File: config.mk
export PLATFORM = sky130hd
export DESIGN_NAME = jtag_host_bridge
export DESIGN_NICKNAME = d
export VERILOG_FILES = /design/src/rtl/jtag_host_bridge.sv
export SDC_FILE = /design/constraint.sdc
export NUM_CORES = 1
export LEC_CHECK = 0
export ABC_AREA = 1
export ABC_CLOCK_PERIOD_IN_PS = 2800
export BUFFER_PORTS_ARGS = -buffer_cell sky130_fd_sc_hd__buf_4
export CAP_MARGIN = 20
export CORE_MARGIN = 2
export CORE_UTILIZATION = 50
export CTS_CLUSTER_DIAMETER = 100
export DETAILED_ROUTE_END_ITERATION = 16
export GPL_TIMING_DRIVEN = 0
export HOLD_SLACK_MARGIN = 0.06
export MAX_ROUTING_LAYER = met4
export PLACE_DENSITY_LB_ADDON = 0.2
export SYNTH_ARGS = -nofsm -noshare
export SYNTH_HDL_FRONTEND = slang
export SYNTH_SLANG_ARGS = --single-unit
export TNS_END_PERCENT = 100
File: constraint.sdc
create_clock -name hclk -period 2.8 [get_ports hclk]
set_input_delay 0.56 -clock hclk [delete_from_list [all_inputs] [get_ports hclk]]
set_output_delay 0.56 -clock hclk [all_outputs]
set_load 0.01 [all_outputs]
File: src/rtl/jtag_host_bridge.sv
// Host-side target of the JTAG port bridge: deserialises PC_Clk/PC_Data_In frames into host register reads/writes.
// Optional bus timeout enabled by defining JTAG_HOST_BRIDGE_TIMEOUT_EN.
module jtag_host_bridge #(
    parameter int unsigned ADDR_W  = 18,
    parameter int unsigned DATA_W  = 8,
    parameter int unsigned TIMEOUT = 255
) (
    input  logic              hclk,
    input  logic              rst,
    input  logic              PC_Clk,
    input  logic              PC_Data_In,
    input  logic              PC_Ready,
    input  logic              PC_Reset,
    output logic              PC_Data_Out,
    output logic              PC_Ack,
    output logic              PC_Error,
    output logic [ADDR_W-1:0] host_addr,
    output logic [DATA_W-1:0] host_wdata,
    output logic              host_wr,
    output logic              host_rd,
    input  logic [DATA_W-1:0] host_rdata,
    input  logic              host_ack
);

    localparam int unsigned SR_W  = ADDR_W + DATA_W;
    localparam int unsigned OSR_W = DATA_W + 1;
    localparam int unsigned CNT_W = 6;
    localparam int unsigned TMO_W = 8;
`ifdef JTAG_HOST_BRIDGE_TIMEOUT_EN
    localparam bit TMO_EN = 1'b1;
`else
    localparam bit TMO_EN = 1'b0;
`endif

    typedef enum logic [2:0] {IDLE, SHIFT, DECODE, BUS, DONE} state_e;

    // Sync bit order: 0 PC_Clk, 1 PC_Data_In, 2 PC_Ready, 3 PC_Reset (idle levels 0,0,1,1)
    logic [3:0]        sync1_q, sync2_q;
    logic              clk_prev_q, rdy_prev_q;
    logic              pulse, rdy_fall, rdy_rise, jtag_rst;

    state_e            state_q, state_d;
    logic [SR_W-1:0]   sr_q, sr_d;
    logic [OSR_W-1:0]  osr_q, osr_d;
    logic [CNT_W-1:0]  cnt_q, cnt_d;
    logic [TMO_W-1:0]  tmo_q, tmo_d;
    logic [ADDR_W-1:0] addr_q, addr_d;
    logic [DATA_W-1:0] wdata_q, wdata_d;
    logic              wr_q, wr_d, rd_q, rd_d, ack_q, ack_d, err_q, err_d;

    always_ff @(posedge hclk or posedge rst) begin
        if (rst) begin
            sync1_q    <= 4'b1100;
            sync2_q    <= 4'b1100;
            clk_prev_q <= 1'b0;
            rdy_prev_q <= 1'b1;
        end else begin
            sync1_q    <= {PC_Reset, PC_Ready, PC_Data_In, PC_Clk};
            sync2_q    <= sync1_q;
            clk_prev_q <= sync2_q[0];
            rdy_prev_q <= sync2_q[2];
        end
    end

    assign pulse    = sync2_q[0] & ~clk_prev_q;
    assign rdy_fall = ~sync2_q[2] & rdy_prev_q;
    assign rdy_rise = sync2_q[2] & ~rdy_prev_q;
    assign jtag_rst = ~sync2_q[3];

    always_ff @(posedge hclk or posedge rst) begin
        if (rst) begin
            state_q <= IDLE;
            sr_q    <= '0;
            osr_q   <= '0;
            cnt_q   <= '0;
            tmo_q   <= '0;
            addr_q  <= '0;
            wdata_q <= '0;
            wr_q    <= 1'b0;
            rd_q    <= 1'b0;
            ack_q   <= 1'b0;
            err_q   <= 1'b0;
        end else begin
            state_q <= state_d;
            sr_q    <= sr_d;
            osr_q   <= osr_d;
            cnt_q   <= cnt_d;
            tmo_q   <= tmo_d;
            addr_q  <= addr_d;
            wdata_q <= wdata_d;
            wr_q    <= wr_d;
            rd_q    <= rd_d;
            ack_q   <= ack_d;
            err_q   <= err_d;
        end
    end

    always_comb begin
        state_d = state_q;
        sr_d    = sr_q;
        osr_d   = osr_q;
        cnt_d   = cnt_q;
        tmo_d   = tmo_q;
        addr_d  = addr_q;
        wdata_d = wdata_q;
        wr_d    = wr_q;
        rd_d    = rd_q;
        ack_d   = ack_q;
        err_d   = err_q;

        // Read-back register shifts on every pulse so phase-2 clocks walk rdata out MSB first
        if (pulse) begin
            osr_d = {osr_q[OSR_W-2:0], 1'b0};
        end

        if (jtag_rst) begin
            state_d = IDLE;
            sr_d    = '0;
            osr_d   = '0;
            cnt_d   = '0;
            tmo_d   = '0;
            wr_d    = 1'b0;
            rd_d    = 1'b0;
            ack_d   = 1'b0;
            err_d   = 1'b0;
        end else begin
            case (state_q)
                IDLE, DONE: begin
                    if (rdy_fall) begin
                        state_d = SHIFT;
                        sr_d    = '0;
                        cnt_d   = '0;
                        ack_d   = 1'b0;
                        err_d   = 1'b0;
                    end
                end
                SHIFT: begin
                    if (pulse) begin
                        sr_d = {sr_q[SR_W-2:0], sync2_q[1]};
                        if (cnt_q != '1) begin
                            cnt_d = cnt_q + 1'b1;
                        end
                    end
                    if (rdy_rise) begin
                        state_d = DECODE;
                    end
                end
                DECODE: begin
                    tmo_d = '0;
                    // 27-pulse frames carry an early dummy write clock that falls off the top
                    if (cnt_q == CNT_W'(SR_W) || cnt_q == CNT_W'(SR_W + 1)) begin
                        wr_d    = 1'b1;
                        addr_d  = sr_q[ADDR_W-1:0];
                        wdata_d = sr_q[SR_W-1:ADDR_W];
                        state_d = BUS;
                    end else if (cnt_q == CNT_W'(ADDR_W)) begin
                        rd_d    = 1'b1;
                        addr_d  = sr_q[ADDR_W-1:0];
                        state_d = BUS;
                    end else begin
                        err_d   = 1'b1;
                        state_d = DONE;
                    end
                end
                BUS: begin
                    if (host_ack) begin
                        wr_d    = 1'b0;
                        rd_d    = 1'b0;
                        ack_d   = 1'b1;
                        state_d = DONE;
                        if (rd_q) begin
                            osr_d = {host_rdata, 1'b0};
                        end
                    end else if (TMO_EN && tmo_q == TMO_W'(TIMEOUT - 1)) begin
                        wr_d    = 1'b0;
                        rd_d    = 1'b0;
                        err_d   = 1'b1;
                        state_d = DONE;
                        if (rd_q) begin
                            osr_d = '0;
                        end
                    end else if (TMO_EN) begin
                        tmo_d = tmo_q + 1'b1;
                    end
                end
                default: state_d = IDLE;
            endcase
        end
    end

    assign PC_Data_Out = osr_q[OSR_W-1];
    assign PC_Ack      = ack_q;
    assign PC_Error    = err_q;
    assign host_addr   = addr_q;
    assign host_wdata  = wdata_q;
    assign host_wr     = wr_q;
    assign host_rd     = rd_q;

endmodule

=== Word-level counts from Yosys, hierarchy flattened ===
Cells that the tools add are included.
Widths: inputs -> output; s select.

* Flip-flop bits (word level): 84
* Bits of input ports: 15
* Output and inout port bits: 31

* Add/subtract/negate cells: 1
* Equality and inequality tests: 21
* Muxes and demuxes: 39
* Bitwise logic cells: 6
* Reductions and logical operators: 13

{| class="wikitable"
|+ Operators by type and width
! cell !! number
|-
| $mux 26 || 3
|-
| $pmux 26 s2 || 1
|-
| $mux 9 || 5
|-
| $mux 18 || 2
|-
| $ne 3x3->1 const B || 9
|-
| $mux 6 || 4
|-
| $eq 6x5->1 const B || 3
|-
| $mux 3 || 6
|-
| $reduce_and 3->1 || 6
|-
| $mux 1 || 12
|-
| $ne 3x1->1 const B || 4
|-
| $pmux 3 s4 || 1
|-
| $pmux 6 s2 || 1
|-
| $reduce_and 4->1 || 3
|-
| $pmux 1 s2 || 4
|-
| $add 6x1->6 const B || 1
|-
| $eq 3x2->1 const B || 2
|-
| $ne 6x6->1 const B || 1
|-
| $and 1x1->1 || 3
|-
| $eq 3x1->1 const B || 1
|-
| $eq 3x3->1 const B || 1
|-
| $logic_not 3->1 || 1
|-
| $not 1->1 || 3
|-
| $reduce_bool 2->1 || 1
|-
| 2 further kinds || 2
|}

=== Longest topological paths before layout ===
* Depth in word-level cells: 7
* Depth in mapped cells: 10

=== Worst setup path after synthesis ===
No wires, ideal clock.

* Path type: flip-flop to flip-flop
* Start point: register cnt_q[0]
* End point: register addr_q[2] (netlist: host_addr[2])
* Setup time: 117 ps
* Arrival: 1379 ps
* Setup slack: 1304 ps
* Stages on the path, launching flop included: 9
* Buffers on the path: 1
* Period minus slack after synthesis: 1496 ps
* Cell sequence: dfrtp_1 -> inv_1 -> ha_1 -> nor2_1 -> nor2_1 -> nand2_2 -> a21oi_4 -> buf_6 -> o21ai_2

* Longest elaborated chain between the ends: 4
* Elaborated cells on any way between the ends: 7
* Those cells by class: eq/ne (3); mux (1); reduce/logical (3)

{| class="wikitable"
|+ Ends and longest elaborated chain
! item !! RTL line !! text
|-
| start, declared || 45 || <nowiki>logic [CNT_W-1:0] cnt_q, cnt_d;</nowiki>
|-
| start signal, assigned || 87 || <nowiki>cnt_q <= cnt_d;</nowiki>
|-
| $eq 6x5->1 || 151 || <nowiki>if (cnt_q == CNT_W'(SR_W) || cnt_q == CNT_W'(SR_W + 1)) begin</nowiki>
|-
| $logic_or 1x1->1 || 151 ||
|-
| $reduce_bool 2->1 (no source line) || -- ||
|-
| $reduce_and 3->1 (no source line) || -- ||
|-
| end signal, assigned || 89 || <nowiki>addr_q <= addr_d;</nowiki>
|-
| end, declared || 47 || <nowiki>logic [ADDR_W-1:0] addr_q, addr_d;</nowiki>
|}

Several ways; a longest one is shown, not always the timed one.
A chain may end at the register's enable or synchronous reset.

=== Worst setup path after layout ===
* Start point: register cnt_q[0]
* End point: register wr_q (netlist: host_wr)

* Longest elaborated chain between the ends: 4
* Elaborated cells on any way between the ends: 5
* Those cells by class: eq/ne (3); reduce/logical (2)

{| class="wikitable"
|+ Ends and longest elaborated chain
! item !! RTL line !! text
|-
| $eq 6x5->1 || 151 ||
|-
| $logic_or 1x1->1 (*) || 151 ||
|-
| $ne 3x3->1 (no source line) (*) || -- ||
|-
| $reduce_and 3->1 (no source line) (*) || -- ||
|-
| end signal, assigned || 91 || <nowiki>wr_q <= wr_d;</nowiki>
|-
| end, declared || 49 || <nowiki>logic wr_q, wr_d, rd_q, rd_d, ack_q, ack_d, err_q, err_d;</nowiki>
|}

Every way passes the cells marked *; elsewhere a longest branch is shown, timed or not.

==> flow_metrics.py <==
metrics = {
    "status": {
        "status": "finished clean",
    },
    "sta": {
        "whs_ns": 0.227,
        "fin_tns_setup_ns": 0,
        "fin_ws_ns": 0.988,
        "timing.slew.headroom_pct": 68.8,
        "period_share_pct": 64.7,
        "setup_viol": 0,
        "fin_skew_ns": 0.00825,
        "worst_pin_slew_ns": 0.468,
        "final_max_slew_viol_count": 0,
        "timing.fmax_mhz": 552,
        "rsz0062_at_grt": "no",
        "hold_viol": 0,
        "min_period_ns": 1.81,
    },
    "power_and_ir_drop": {
        "finalPower_mw": 3.08,
        "ir_drop_mv": 0.314,
        "p_per_area_mw_per_mm2": 661,
        "p_leak_nw": 2.32,
    },
    "global_route": {
        "grt_usage_pct": 20.4,
        "grt_max_degree": 50,
        "grt.overflow.total": 0,
        "grt_pass1_vias": 2958,
        "antenna_found_initial": 0,
        "grt_pass1_wl_um": 13600,
    },
    "clock_tree": {
        "ctsResizeCount": 0,
        "post-cts-setup-buffer-count": 0,
        "cts_tree": "yes",
        "clockBufferDepth": 2,
        "cts.clk_slew.worst_paths_ns": 0.08,
        "hold_buffers": 0,
        "numCtsBuffers": 9,
        "clock_latency_ns": 0.35,
        "cts_htree_levels": 3,
        "cts-root-buf": "clkbuf_8",
        "clock-sinks": 84,
    },
    "floorplan": {
        "die_area_mm2": 0.00856,
        "initial_utilization_pct": 51.2,
        "fp.dieW_um": 92.5,
        "pin_count": 46,
        "rows": 32,
        "core-area_mm2": 0.00765,
        "dieHeight_um": 92.5,
    },
    "route": {
        "via_count": 2983,
        "wl_um": 7420,
        "wl_per_cell_um": 12.1,
        "first_pass_iters": 4,
        "drc": 0,
        "drt_iter0_markers": 171,
        "viasPerCell": 4.86,
        "antenna_left": 0,
    },
    "critical_path": {
        "crit_path_max_fanout": 10,
        "worst_setup_path_start_kind": "register",
        "r2r-end": "host_wr",
        "r2r_slack_ns": 0.99,
        "cp.arrival_ns": 2.10,
        "timing.rr.start": "cnt_q[0]",
        "cp.required_ns": 3.09,
        "rr_worst_depth": 9,
        "critPathKind": "reg -> reg",
        "end_kind": "register",
    },
    "synthesis": {
        "synth_edf_count": 0,
        "synth.distinct_cells": 29,
        "yosysMostFrequentCell": "nand2_1",
        "synthTopCellsByCount": "nand2_1 (158), dfrtp_1 (79), nor2_1 (40)",
        "yosys.area_share.xor_xnor_pct": 0.224,
        "synth_top_family_by_area": "simple AND/OR/NAND/NOR gates",
        "synth_top_area_cell": "dfrtp_1",
        "muxShareOfSynthArea_pct": 0,
        "synth_seq_area_share_pct": 53.8,
        "synthAdderAreaFrac_pct": 0.639,
        "async_flop_share_pct": 100,
        "synth_top_flop_cell": "dfrtp_1",
        "synth_compound_area_share_pct": 12.6,
        "synth_simple_gate_area_share_pct": 25.2,
        "syn_area_mm2": 0.00392,
        "synthCells": 450,
        "synth.net_count": 467,
        "avgSynthCellArea_um2": 8.70,
        "synth_top_cells_by_area": "dfrtp_1 (50%), nand2_1 (15%), o21ai_2 (8.5%), nor2_1 (3.8%), inv_1 (3.5%)",
        "ys_warn_count": 0,
        "ys_ff_latch": 84,
        "synth_top_cell_area_share_pct": 50.5,
    },
    "final_layout": {
        "multi_input_comb_area_mm2": 0.00151,
        "drive_gt1_share_pct": 26.6,
        "diodes": 0,
        "regArea_mm2": 0.00211,
        "syn2layout_area_growth_pct": 19.0,
        "utilization_pct": 61.0,
        "nFillCells": 678,
        "nets": 524,
    },
    "placement": {
        "pre_cts_ws_ns": 1.02,
        "place_congestion": 0.885,
        "numPortBuffers": 45,
        "hpwlAfterDp_um": 5240,
    },
    "hold_path": {
        "hp-class": "in -> async",
    },
    "flow_run": {
        "max-cap-violations": 0,
    },
}
==> layer usage <==
metal | vias to the layer above | share of wire, % | track usage, %
met3 | 11 | 3.1 | 3.17
met5 | - | 0 | -
li1 | 1524 | - | -
met1 | 1411 | 48 | 26.7
met4 | 0 | 1.7 | 7.46
met2 | 37 | 48 | 32.5
==> placed cells by master (no fill, tap or decap), types with 4 or more instances in the layout <==
master / instances
nand3_1: 20
o21ai_2: 38
nand2_1: 158
nor2_1: 40
buf_6: 9
clkbuf_1: 4
o21ai_0: 26
clkbuf_8: 11
inv_1: 35
inv_2: 4
buf_2: 4
buf_4: 46
nand2_2: 4
dfrtp_1: 79
dfstp_2: 5
==> critical path, stage by stage (launching register included) <==
cell      delay [ns]
dfrtp_1         0.44
inv_1           0.08
ha_1            0.24
nor2_1          0.11
nor2_1          0.05
nand2_2         0.11
clkinv_1        0.28
o21ai_0         0.30
nand2_1         0.07
nand2_1         0.06
==> state kept, by name, indices dropped and copies added (netlist names) <==
register	cells
PC_Error	1
host_wdata	8
sync1_q	4
cnt_q	6
rdy_prev_q	1
host_wr	1
state_q	3
sr_q	26
clk_prev_q	1
host_rd	1
sync2_q	4
osr_q	9
host_addr	18
PC_Ack	1
==> how the worst max path moves through the flow <==
| stage | cells past startpoint | to | from | slack [ns] |
|---|---|---|---|---|
| 2_1_floorplan | 1 | PC_Ack | rst | 0.08 |
| 3_3_place_gp | 2 | cnt_q[1] | rst | -0.90 |
| 3_5_place_dp | 9 | host_wdata[5] | cnt_q[0] | 1.02 |
| 4_1_cts | 9 | host_wdata[5] | cnt_q[0] | 1.0 |
| 5_1_grt | 9 | host_wr | cnt_q[0] | 0.75 |
| 6_report | 9 | host_wr | cnt_q[0] | 0.99 |
==> through the flow <==
step | cells | area, um^2
detailed placement | 598 | 4410
finish | 614 | 4660
global placement | 597 | 4380
CTS | 614 | 4660
floorplan | 450 | 3920
global route | 614 | 4660
==> cell type report <==
| type | instances | area share (%) |
|---|---|---|
| Clock buffer | 12 | 3.33 |
| Tap cell | 102 | 2.74 |
| Multi-Input combinational cell | 308 | 32.5 |
| Buffer | 17 | 3.01 |
| Clock inverter | 4 | 2.04 |
| Timing Repair Buffer | 46 | 7.84 |
| Inverter | 41 | 3.35 |
| Sequential cell | 84 | 45.2 |
==> where the power goes <==
part / leakage (nW) / internal (mW) / switching [mW]
logic: 1.06 / 0.236 / 0.474
clock network: 0.127 / 0.641 / 0.423
registers: 1.14 / 1.27 / 0.0421
==> kinds of logic after synthesis <==
group,Yosys count
simple gates,237
buf+inv,58
xor+xnor,1
fa+ha+maj,2
flops,84
compound gates,68
Note: power is estimated with default switching activity, not from simulation.
